### config.mk
export PLATFORM = sky130hd
export DESIGN_NAME = capture_buf_sched
export DESIGN_NICKNAME = d
export VERILOG_FILES = /design/src/rtl/scope_pkg.sv /design/src/rtl/capture_addr_ctr.sv /design/src/rtl/capture_buf_sched.sv
export SDC_FILE = /design/constraint.sdc
export NUM_CORES = 1
export LEC_CHECK = 0
export CORE_MARGIN = 2
export CORE_UTILIZATION = 56
export CTS_BUF_LIST = sky130_fd_sc_hd__clkbuf_4 sky130_fd_sc_hd__clkbuf_8
export CTS_CLUSTER_SIZE = 40
export DETAILED_ROUTE_END_ITERATION = 10
export PLACE_DENSITY = 0.79
export SYNTH_ARGS = -nofsm -noshare
export SYNTH_HDL_FRONTEND = slang
export SYNTH_SLANG_ARGS = --single-unit
export TNS_END_PERCENT = 30
### constraint.sdc
create_clock -name clk -period 2.3 [get_ports clk]
set_input_delay 0.345 -clock clk [delete_from_list [all_inputs] [get_ports clk]]
set_output_delay 0.345 -clock clk [all_outputs]
set_load 0.005 [all_outputs]
### src/rtl/scope_pkg.sv
// Shared definitions for the capture path: default bus widths and the
// sequencer state encoding used by the sample-RAM scheduler.
package scope_pkg;

    localparam int ADDR_W_DEF = 8;
    localparam int DATA_W_DEF = 8;

    typedef enum logic [2:0] {
        ST_IDLE     = 3'd0,
        ST_PREFILL  = 3'd1,
        ST_ARMED    = 3'd2,
        ST_POST     = 3'd3,
        ST_CLEAR    = 3'd4,
        ST_RD_ISSUE = 3'd5,
        ST_RD_WAIT  = 3'd6,
        ST_RD_HOLD  = 3'd7
    } state_e;

    // States in which incoming samples are written into the ring.
    function automatic logic is_capture_state(input state_e s);
        return (s == ST_PREFILL) || (s == ST_ARMED) || (s == ST_POST);
    endfunction

    // States in which the RAM address comes from the readout pointer.
    function automatic logic is_read_state(input state_e s);
        return (s == ST_RD_ISSUE) || (s == ST_RD_WAIT) || (s == ST_RD_HOLD);
    endfunction

endpackage

### src/rtl/capture_addr_ctr.sv
// Loadable, enable-driven RAM pointer. Wraps naturally modulo 2**ADDR_W.
module capture_addr_ctr #(
    parameter int ADDR_W = 8
) (
    input  logic              clk,
    input  logic              rst,
    input  logic              load_i,
    input  logic [ADDR_W-1:0] load_val_i,
    input  logic              en_i,
    output logic [ADDR_W-1:0] ptr_o
);

    logic [ADDR_W-1:0] ptr_q;

    // Pointer register: a load takes precedence over an increment.
    always_ff @(posedge clk or posedge rst) begin
        if (rst) begin
            ptr_q <= '0;
        end else if (load_i) begin
            ptr_q <= load_val_i;
        end else if (en_i) begin
            ptr_q <= ptr_q + ADDR_W'(1'b1);
        end else begin
            ptr_q <= ptr_q;
        end
    end

    assign ptr_o = ptr_q;

endmodule

### src/rtl/capture_buf_sched.sv
// Sample-RAM sequencer for the capture path: pre-trigger ring fill, trigger
// wait, post-trigger fill, then ordered readout over a valid/ready port.
module capture_buf_sched
    import scope_pkg::*;
#(
    parameter int ADDR_W    = ADDR_W_DEF,
    parameter int DATA_W    = DATA_W_DEF,
    parameter int PRE_DEPTH = 64
) (
    input  logic              clk,
    input  logic              rst,
    input  logic              arm_i,
    input  logic              abort_i,
    input  logic              sample_en_i,
    input  logic              trig_i,
    output logic              rst_trig_o,
    output logic [ADDR_W-1:0] mem_addr_o,
    output logic              mem_wren_o,
    output logic              mem_rden_o,
    input  logic [DATA_W-1:0] mem_rdata_i,
    output logic [DATA_W-1:0] out_data_o,
    output logic              out_valid_o,
    input  logic              out_ready_i,
    output logic              busy_o,
    output logic              done_o
);

    localparam int DEPTH = 2 ** ADDR_W;
    localparam int CNT_W = ADDR_W + 1;

    localparam logic [ADDR_W-1:0] PRE_A       = ADDR_W'(PRE_DEPTH);
    localparam logic [CNT_W-1:0]  ONE_C       = CNT_W'(1);
    localparam logic [CNT_W-1:0]  PRE_LAST_C  = CNT_W'(PRE_DEPTH - 1);
    localparam logic [CNT_W-1:0]  POST_LAST_C = CNT_W'(DEPTH - PRE_DEPTH - 1);
    localparam logic [CNT_W-1:0]  RD_LAST_C   = CNT_W'(DEPTH - 1);

    state_e            state_q, state_d;
    logic [ADDR_W-1:0] wr_ptr_s, rd_ptr_s, wr_ptr_next_s;
    logic [ADDR_W-1:0] start_addr_q, start_addr_d;
    logic [CNT_W-1:0]  fill_cnt_q, fill_cnt_d;
    logic [CNT_W-1:0]  post_cnt_q, post_cnt_d;
    logic [CNT_W-1:0]  rd_cnt_q, rd_cnt_d;
    logic [DATA_W-1:0] out_data_q, out_data_d;
    logic              wren_s, wr_load_s, rd_load_s, rd_en_s;
    logic              rst_trig_d, done_d;
    logic              rst_trig_q, done_q, mem_rden_q, out_valid_q, busy_q;

    // Writes happen on every sample strobe while the ring is being filled.
    assign wren_s = sample_en_i & is_capture_state(state_q);

    // Pointer value after this cycle's possible write; used so that a write in
    // the trigger cycle is counted as the newest pre-trigger sample.
    assign wr_ptr_next_s = wren_s ? (wr_ptr_s + ADDR_W'(1'b1)) : wr_ptr_s;

    capture_addr_ctr #(.ADDR_W(ADDR_W)) u_wr_ptr (
        .clk        (clk),
        .rst        (rst),
        .load_i     (wr_load_s),
        .load_val_i ({ADDR_W{1'b0}}),
        .en_i       (wren_s),
        .ptr_o      (wr_ptr_s)
    );

    capture_addr_ctr #(.ADDR_W(ADDR_W)) u_rd_ptr (
        .clk        (clk),
        .rst        (rst),
        .load_i     (rd_load_s),
        .load_val_i (start_addr_q),
        .en_i       (rd_en_s),
        .ptr_o      (rd_ptr_s)
    );

    // RAM address select: write pointer while capturing, read pointer while reading.
    always_comb begin
        mem_addr_o = '0;
        if (is_capture_state(state_q)) begin
            mem_addr_o = wr_ptr_s;
        end else if (is_read_state(state_q)) begin
            mem_addr_o = rd_ptr_s;
        end else begin
            mem_addr_o = '0;
        end
    end

    // Next-state, counter and pointer-control decode; abort overrides everything.
    always_comb begin
        state_d      = state_q;
        start_addr_d = start_addr_q;
        fill_cnt_d   = fill_cnt_q;
        post_cnt_d   = post_cnt_q;
        rd_cnt_d     = rd_cnt_q;
        out_data_d   = out_data_q;
        wr_load_s    = 1'b0;
        rd_load_s    = 1'b0;
        rd_en_s      = 1'b0;
        rst_trig_d   = 1'b0;
        done_d       = 1'b0;
        if (abort_i) begin
            state_d = ST_IDLE;
            if ((state_q == ST_ARMED) || (state_q == ST_POST)) begin
                rst_trig_d = 1'b1;
            end else begin
                rst_trig_d = 1'b0;
            end
        end else begin
            case (state_q)
                ST_IDLE: begin
                    if (arm_i) begin
                        state_d    = ST_PREFILL;
                        wr_load_s  = 1'b1;
                        fill_cnt_d = '0;
                    end else begin
                        state_d = ST_IDLE;
                    end
                end
                ST_PREFILL: begin
                    if (wren_s) begin
                        fill_cnt_d = fill_cnt_q + ONE_C;
                        if (fill_cnt_q == PRE_LAST_C) begin
                            state_d = ST_ARMED;
                        end else begin
                            state_d = ST_PREFILL;
                        end
                    end else begin
                        state_d = ST_PREFILL;
                    end
                end
                ST_ARMED: begin
                    if (trig_i) begin
                        state_d      = ST_POST;
                        start_addr_d = wr_ptr_next_s - PRE_A;
                        post_cnt_d   = '0;
                    end else begin
                        state_d = ST_ARMED;
                    end
                end
                ST_POST: begin
                    if (wren_s) begin
                        post_cnt_d = post_cnt_q + ONE_C;
                        if (post_cnt_q == POST_LAST_C) begin
                            state_d    = ST_CLEAR;
                            rst_trig_d = 1'b1;
                        end else begin
                            state_d = ST_POST;
                        end
                    end else begin
                        state_d = ST_POST;
                    end
                end
                ST_CLEAR: begin
                    rd_load_s = 1'b1;
                    rd_cnt_d  = '0;
                    state_d   = ST_RD_ISSUE;
                end
                ST_RD_ISSUE: begin
                    state_d = ST_RD_WAIT;
                end
                ST_RD_WAIT: begin
                    out_data_d = mem_rdata_i;
                    state_d    = ST_RD_HOLD;
                end
                ST_RD_HOLD: begin
                    if (out_ready_i) begin
                        rd_en_s  = 1'b1;
                        rd_cnt_d = rd_cnt_q + ONE_C;
                        if (rd_cnt_q == RD_LAST_C) begin
                            done_d  = 1'b1;
                            state_d = ST_IDLE;
                        end else begin
                            state_d = ST_RD_ISSUE;
                        end
                    end else begin
                        state_d = ST_RD_HOLD;
                    end
                end
                default: begin
                    state_d = ST_IDLE;
                end
            endcase
        end
    end

    // State register with Moore outputs registered from the next state.
    always_ff @(posedge clk or posedge rst) begin
        if (rst) begin
            state_q      <= ST_IDLE;
            start_addr_q <= '0;
            fill_cnt_q   <= '0;
            post_cnt_q   <= '0;
            rd_cnt_q     <= '0;
            out_data_q   <= '0;
            rst_trig_q   <= 1'b0;
            done_q       <= 1'b0;
            mem_rden_q   <= 1'b0;
            out_valid_q  <= 1'b0;
            busy_q       <= 1'b0;
        end else begin
            state_q      <= state_d;
            start_addr_q <= start_addr_d;
            fill_cnt_q   <= fill_cnt_d;
            post_cnt_q   <= post_cnt_d;
            rd_cnt_q     <= rd_cnt_d;
            out_data_q   <= out_data_d;
            rst_trig_q   <= rst_trig_d;
            done_q       <= done_d;
            mem_rden_q   <= (state_d == ST_RD_ISSUE);
            out_valid_q  <= (state_d == ST_RD_HOLD);
            busy_q       <= (state_d != ST_IDLE);
        end
    end

    assign mem_wren_o  = wren_s;
    assign mem_rden_o  = mem_rden_q;
    assign rst_trig_o  = rst_trig_q;
    assign out_data_o  = out_data_q;
    assign out_valid_o = out_valid_q;
    assign busy_o      = busy_q;
    assign done_o      = done_q;

endmodule

Word level (Yosys, flattened, before mapping)
Cells that the tools add are included.
{"block": "classes", "n_bitwise": 2, "reduce_logical": 16, "n_addsub": 6, "eq_ne": 17, "muxes": 41}
{"operator": "$pmux 9 s2", "count": 3}
{"operator": "$mux 8", "count": 6}
{"operator": "$mux 9", "count": 5}
{"operator": "$add 9x1->9 const B", "count": 3}
{"operator": "$pmux 3 s8", "count": 1}
{"operator": "$mux 1", "count": 19}
{"operator": "$eq 3x3->1 const B", "count": 6}
{"operator": "$eq 9x8->1 const B", "count": 2}
{"operator": "$mux 3", "count": 6}
{"operator": "$add 8x1->8 const B", "count": 2}
{"operator": "$ne 2x2->1 const B", "count": 5}
{"operator": "$eq 9x6->1 const B", "count": 1}
{"operator": "$reduce_and 4->1", "count": 2}
{"operator": "$reduce_bool 2->1", "count": 4}
{"operator": "$sub 8x7->8 const B", "count": 1}
{"operator": "$eq 3x2->1 const B", "count": 2}
{"operator": "$reduce_and 3->1", "count": 2}
{"operator": "$logic_or 1x1->1", "count": 5}
{"operator": "$eq 3x1->1 const B", "count": 1}
{"operator": "$logic_not 3->1", "count": 1}
{"operator": "$reduce_bool 3->1", "count": 1}
{"operator": "$mux 2", "count": 1}
{"operator": "$reduce_and 2->1", "count": 1}
{"operator": "$and 1x1->1", "count": 1}
{"operator": "$not 1->1", "count": 1}
{"block": "word_totals", "regBits": 67, "output_inout_bits": 22, "in_bits": 15, "elab_cells": 95}

Longest topological paths before layout
{"block": "depth", "depth_word": 8, "ltp_mapped": 8, "ltp_nobuf": 8}

Modules after synthesis
A second synthesis with hierarchy kept.
{"block": "unflattened", "hier_cells": 393, "area_unflattened_um2": 3793.6}
{"mod": "capture_buf_sched", "cells_per_inst": 293, "seq_area_each_um2": 1276.2, "n_inst": 1, "area_per_inst_um2": 2902.8}
{"mod": "capture_addr_ctr", "cells_per_inst": 50, "seq_area_each_um2": 200.2, "n_inst": 2, "area_per_inst_um2": 445.4}

Worst setup path after synthesis
No wires, ideal clock.
{"block": "synth_timing", "path_type": "reg-to-reg", "from": "register rd_cnt_q[0]", "to": "register out_valid_q, in the netlist out_valid_o", "path_buffers": 0, "path_stages_with_launch": 9, "setup_ps": 87, "t_required_ps": 2213, "synth_period_minus_slack_ps": 1805, "path_slack_ps": 495, "arrival_time_ps": 1718, "cell_sequence": "dfrtp_1 > ha_1 > and3_1 > and3_1 > ha_1 > a21boi_0 > o22ai_1 > o41a_2 > a211oi_2"}
{"block": "synth_via", "elab_chain_cells": 6}
{"item": "start: declaration", "line_no": "capture_buf_sched.sv:42", "text": "logic [CNT_W-1:0] rd_cnt_q, rd_cnt_d;"}
{"item": "start signal: assignment", "line_no": "capture_buf_sched.sv:202", "text": "rd_cnt_q <= rd_cnt_d;"}
{"item": "$eq 9x8->1", "line_no": "capture_buf_sched.sv:166", "text": "if (rd_cnt_q == RD_LAST_C) begin"}
{"item": "$mux 3", "line_no": "capture_buf_sched.sv:166"}
{"item": "$mux 3", "line_no": "capture_buf_sched.sv:163", "text": "if (out_ready_i) begin"}
{"item": "$pmux 3 s8", "line_no": "capture_buf_sched.sv:106", "text": "case (state_q)"}
{"item": "$mux 3", "line_no": "capture_buf_sched.sv:98", "text": "if (abort_i) begin"}
{"item": "$eq 3x3->1", "line_no": "capture_buf_sched.sv:207", "text": "out_valid_q <= (state_d == ST_RD_HOLD);"}
{"item": "end signal: assignment", "line_no": "capture_buf_sched.sv:207"}
{"item": "end: declaration", "line_no": "capture_buf_sched.sv:46", "text": "logic rst_trig_q, done_q, mem_rden_q, out_valid_q, busy_q;"}
No other way between the ends.
A chain may end at the register's enable or synchronous reset.

Worst setup path in the final report
{"block": "layout_timing", "from": "register state_q[2]", "to": "output port mem_addr_o[1]"}
{"block": "layout_via", "elab_chain_cells": 5, "word_cells_on_any_way": 12, "classes_between": "eq/ne (6); mux (2); reduce/logical (4)"}
{"item": "start: declaration", "line_no": "capture_buf_sched.sv:37", "text": "state_e state_q, state_d;"}
{"item": "start signal: assignment", "line_no": "capture_buf_sched.sv:198", "text": "state_q <= state_d;"}
{"item": "$eq 3x3->1", "line_no": "scope_pkg.sv:26", "text": "return (s == ST_RD_ISSUE) || (s == ST_RD_WAIT) || (s == ST_RD_HOLD);"}
{"item": "$logic_or 1x1->1 (2 in a row)", "line_no": "scope_pkg.sv:26"}
{"item": "$mux 8", "line_no": "capture_buf_sched.sv:78", "text": "end else if (is_read_state(state_q)) begin"}
{"item": "$mux 8 (*)", "line_no": "capture_buf_sched.sv:76", "text": "if (is_capture_state(state_q)) begin"}
{"item": "end: declaration", "line_no": "capture_buf_sched.sv:17", "text": "output logic [ADDR_W-1:0] mem_addr_o,"}
Mark *: on every way between the ends. The rest lies on a longest branch, timed or not.

==> summary.txt <==
HP Class - input pin to asynchronous set/reset pin
WP buf/inv - 2
Drt first pass iters - 4
Reg clk slew, reported paths - 0.07 ns
Routed wire length - 7310 µm
Yosys reg bits - 67
CTS buffer count - 9
Pwr dens - 619 nW/µm²
EDFF count, synth - 0
Delay-heaviest family, CP - buffers and inverters
Ports - 37
Clock Skew - 0.00922 ns
Detailed placer's ending HPWL - 5160 µm
Worst Path Max Fanout - 15
Fraction of registers with async set/reset - 1.00
Sequential share of the synthesized area - 0.470
CP max-delay cell - dfrtp_1
Ant diodes - 0
Routed wl met2 - 3470 µm
First-pass GRT wire length - 12,700 µm
H-tree depth - 3
Post-Route Setup TNS - 0 ns
Die X - 83.8 µm
Area grow syn2layout - 19.0%
Worst-Margin Slew - 0.439 ns
Routed WL per cell - 15.3 µm
Initial Util - 0.571
Fin crit share - 0.951
Period minus WS final - 2.19 ns
Final #Nets - 416
Port Buffers - 36
P_leak - 1.89 nW
Design Area, Final - 4240 µm²
DRC viols - 0
Worst skew pair latency - 0.35 ns
Post-synth cell types - 58
Gate Count Post-Synth - 352
Antenna viol nets, final - 0
Core region area - 6240 µm²
CTS tree - built
Die footprint - 7020 µm²
Max IR drop VDD - 439 µV
Placed instance area - 4040 µm²
Die H - 83.8 µm
Share of layout cells above drive strength 1 - 0.158
CP Launch Type - register
Run status - finished, final reports clean
Via count - 2,667
WP data arrival - 1.84 ns
Mean number of vias per cell - 5.59
Crit path kind - register to output pin
WP depth - 4
Slew margin rel. - 0.707
Final setup fails - 0
Initial DRC count - 153
Initial antenna violation count - 0
Final Power - 2.63 mW
Max-capacitance violation count - 0
Number of global-route vias before repair - 2,656
Reg2Reg Depth - 8
Setup repair bufs after CTS - 0
RSZ-0062 raised after global routing - false
# fillers - 480
Mean Syn Cell Area - 10.1 µm²
Fmax - 457 MHz
Synth Net Count - 373
Slew Viols, Final - 0
Row count - 29
Remaining global-route overflow - 0
Mapped Area - 3570 µm²
Cts repair resizes - 0
Clock sinks - 67
CP Cell Sequence - buf_12 -> mux2i_1 -> nor2_1 -> clkdlybuf4s50_1
CTS Hold Bufs - 0
Gr usage total - 0.232
CTS max path bufs - 2
Largest net degree at the start of global routing - 68
Worst path required time - 1.96 ns
Final Hold Fails - 0
CP endpoint kind - output pin
Highest Signal Layer - met4
Placer Congestion - 0.862
Top_reg_cell synth - dfrtp_1
WL met3 - 237 µm
Root buf cell - clkbuf_8
Post-layout util - 0.680
Largest stage delay, worst path - 0.51 ns
DRT met1 WL - 3450 µm
Ys Warns - 0
## layout by cell type, fill, tap and decap left out, drive strengths merged, types with 2 or more instances in the layout
cell | Yosys | routed
a211oi | 2 | 2
a21boi | 2 | 2
a21oi | 7 | 7
a221o | 3 | 3
a31oi | 5 | 5
and2 | 4 | 4
and3 | 11 | 11
buf | 10 | 11
clkbuf | 5 | 14
clkdlybuf4s50 | 0 | 36
dfrtp | 67 | 67
ha | 6 | 6
inv | 13 | 13
mux2 | 12 | 12
mux2i | 10 | 10
nand2 | 35 | 35
nand2b | 3 | 3
nand3 | 16 | 16
nand4 | 7 | 7
nor2 | 48 | 48
nor2b | 2 | 2
nor3 | 7 | 7
nor3b | 5 | 5
nor4 | 2 | 2
o21ai | 21 | 21
o22ai | 3 | 3
o311ai | 2 | 2
or2 | 2 | 2
or3 | 3 | 3
xnor2 | 10 | 10
xor2 | 17 | 17
## kinds of logic after synthesis
group | share of synthesized area
fa+ha+maj | 0.0211
buf+inv | 0.0393
mux | 0.0670
compound gates | 0.100
xor+xnor | 0.0663
simple gates | 0.236
flops | 0.470
## per-stage QoR
stage / std cells / hold WS, ns / setup slack, ns
6_report: 477 / 0.374 / 0.112
3_5_place_dp: 461 / 0.475 / 0.167
3_3_place_gp: 461 / 0.473 / 0.196
2_1_floorplan: 352 / 0.449 / 0.272
5_1_grt: 477 / 0.421 / 0.00860
4_1_cts: 477 / 0.393 / 0.0692
## path summary, 6_finish.rpt
check	from	endpoint	slack, ns
max reg2reg	rd_cnt_q[0]	out_valid_o	0.27
max	state_q[2]	mem_addr_o[1]	0.11
min in group clk	start_addr_q[2]	u_rd_ptr.ptr_o[2]	0.48
min reg2reg	start_addr_q[2]	u_rd_ptr.ptr_o[2]	0.48
min	rst	out_data_o[6]	0.37
max in group asynchronous	rst	state_q[0]	1.62
## worst reg2reg max path: stages, from the launching register on
cell and delay, ns:
dfrtp_1 0.41, ha_1 0.25, and3_1 0.17, and3_1 0.20, ha_1 0.23, a21boi_0 0.19, o22ai_1 0.12, o41a_2 0.16
a211oi_2 0.22
## area by class of cell
| class | count | area [µm²] | share of cell area |
|---|---|---|---|
| Timing Repair Buffer | 47 | 468 | 0.110 |
| Inverter | 13 | 48.8 | 0.0115 |
| Multi-Input combinational cell | 257 | 1750 | 0.412 |
| Tap cell | 77 | 96.3 | 0.0227 |
| Sequential cell | 67 | 1680 | 0.395 |
| Clock buffer | 14 | 168 | 0.0395 |
| Clock inverter | 2 | 35.0 | 0.00826 |
## where the power goes
| part | switching (mW) | internal [mW] | total, mW |
|---|---|---|---|
| clock | 0.433 | 0.578 | 1.01 |
| combinational | 0.165 | 0.142 | 0.308 |
| sequential | 0.0660 | 1.24 | 1.31 |
| total | 0.665 | 1.96 | 2.63 |
## routing by layer
layer	track usage	up-vias
li1	-	1307
met1	0.318	1297
met2	0.353	51
met3	0.0495	12
met4	0.106	0
met5	0	-
## registers in the layout, indices dropped and copies added (netlist names), 3 cells and up
register        cells
start_addr_q        8
rd_cnt_q            9
post_cnt_q          9
u_wr_ptr.ptr_o      8
out_data_o          8
state_q             3
u_rd_ptr.ptr_o      8
fill_cnt_q          9
## cell usage after synthesis (all sizes together), types with 6 or more instances
cell	n	area (µm²)
nand2	35	131
mux2	12	139
a21oi	7	35.0
nand3	16	92.6
nor3	7	35.0
nand4	7	43.8
xnor2	10	87.6
dfrtp	67	1680
o21ai	21	116
nor2	48	198
buf	10	72.6
inv	13	48.8
and3	11	70.1
xor2	17	149
ha	6	75.1
mux2i	10	100
Power figures use the tool's default switching activity.
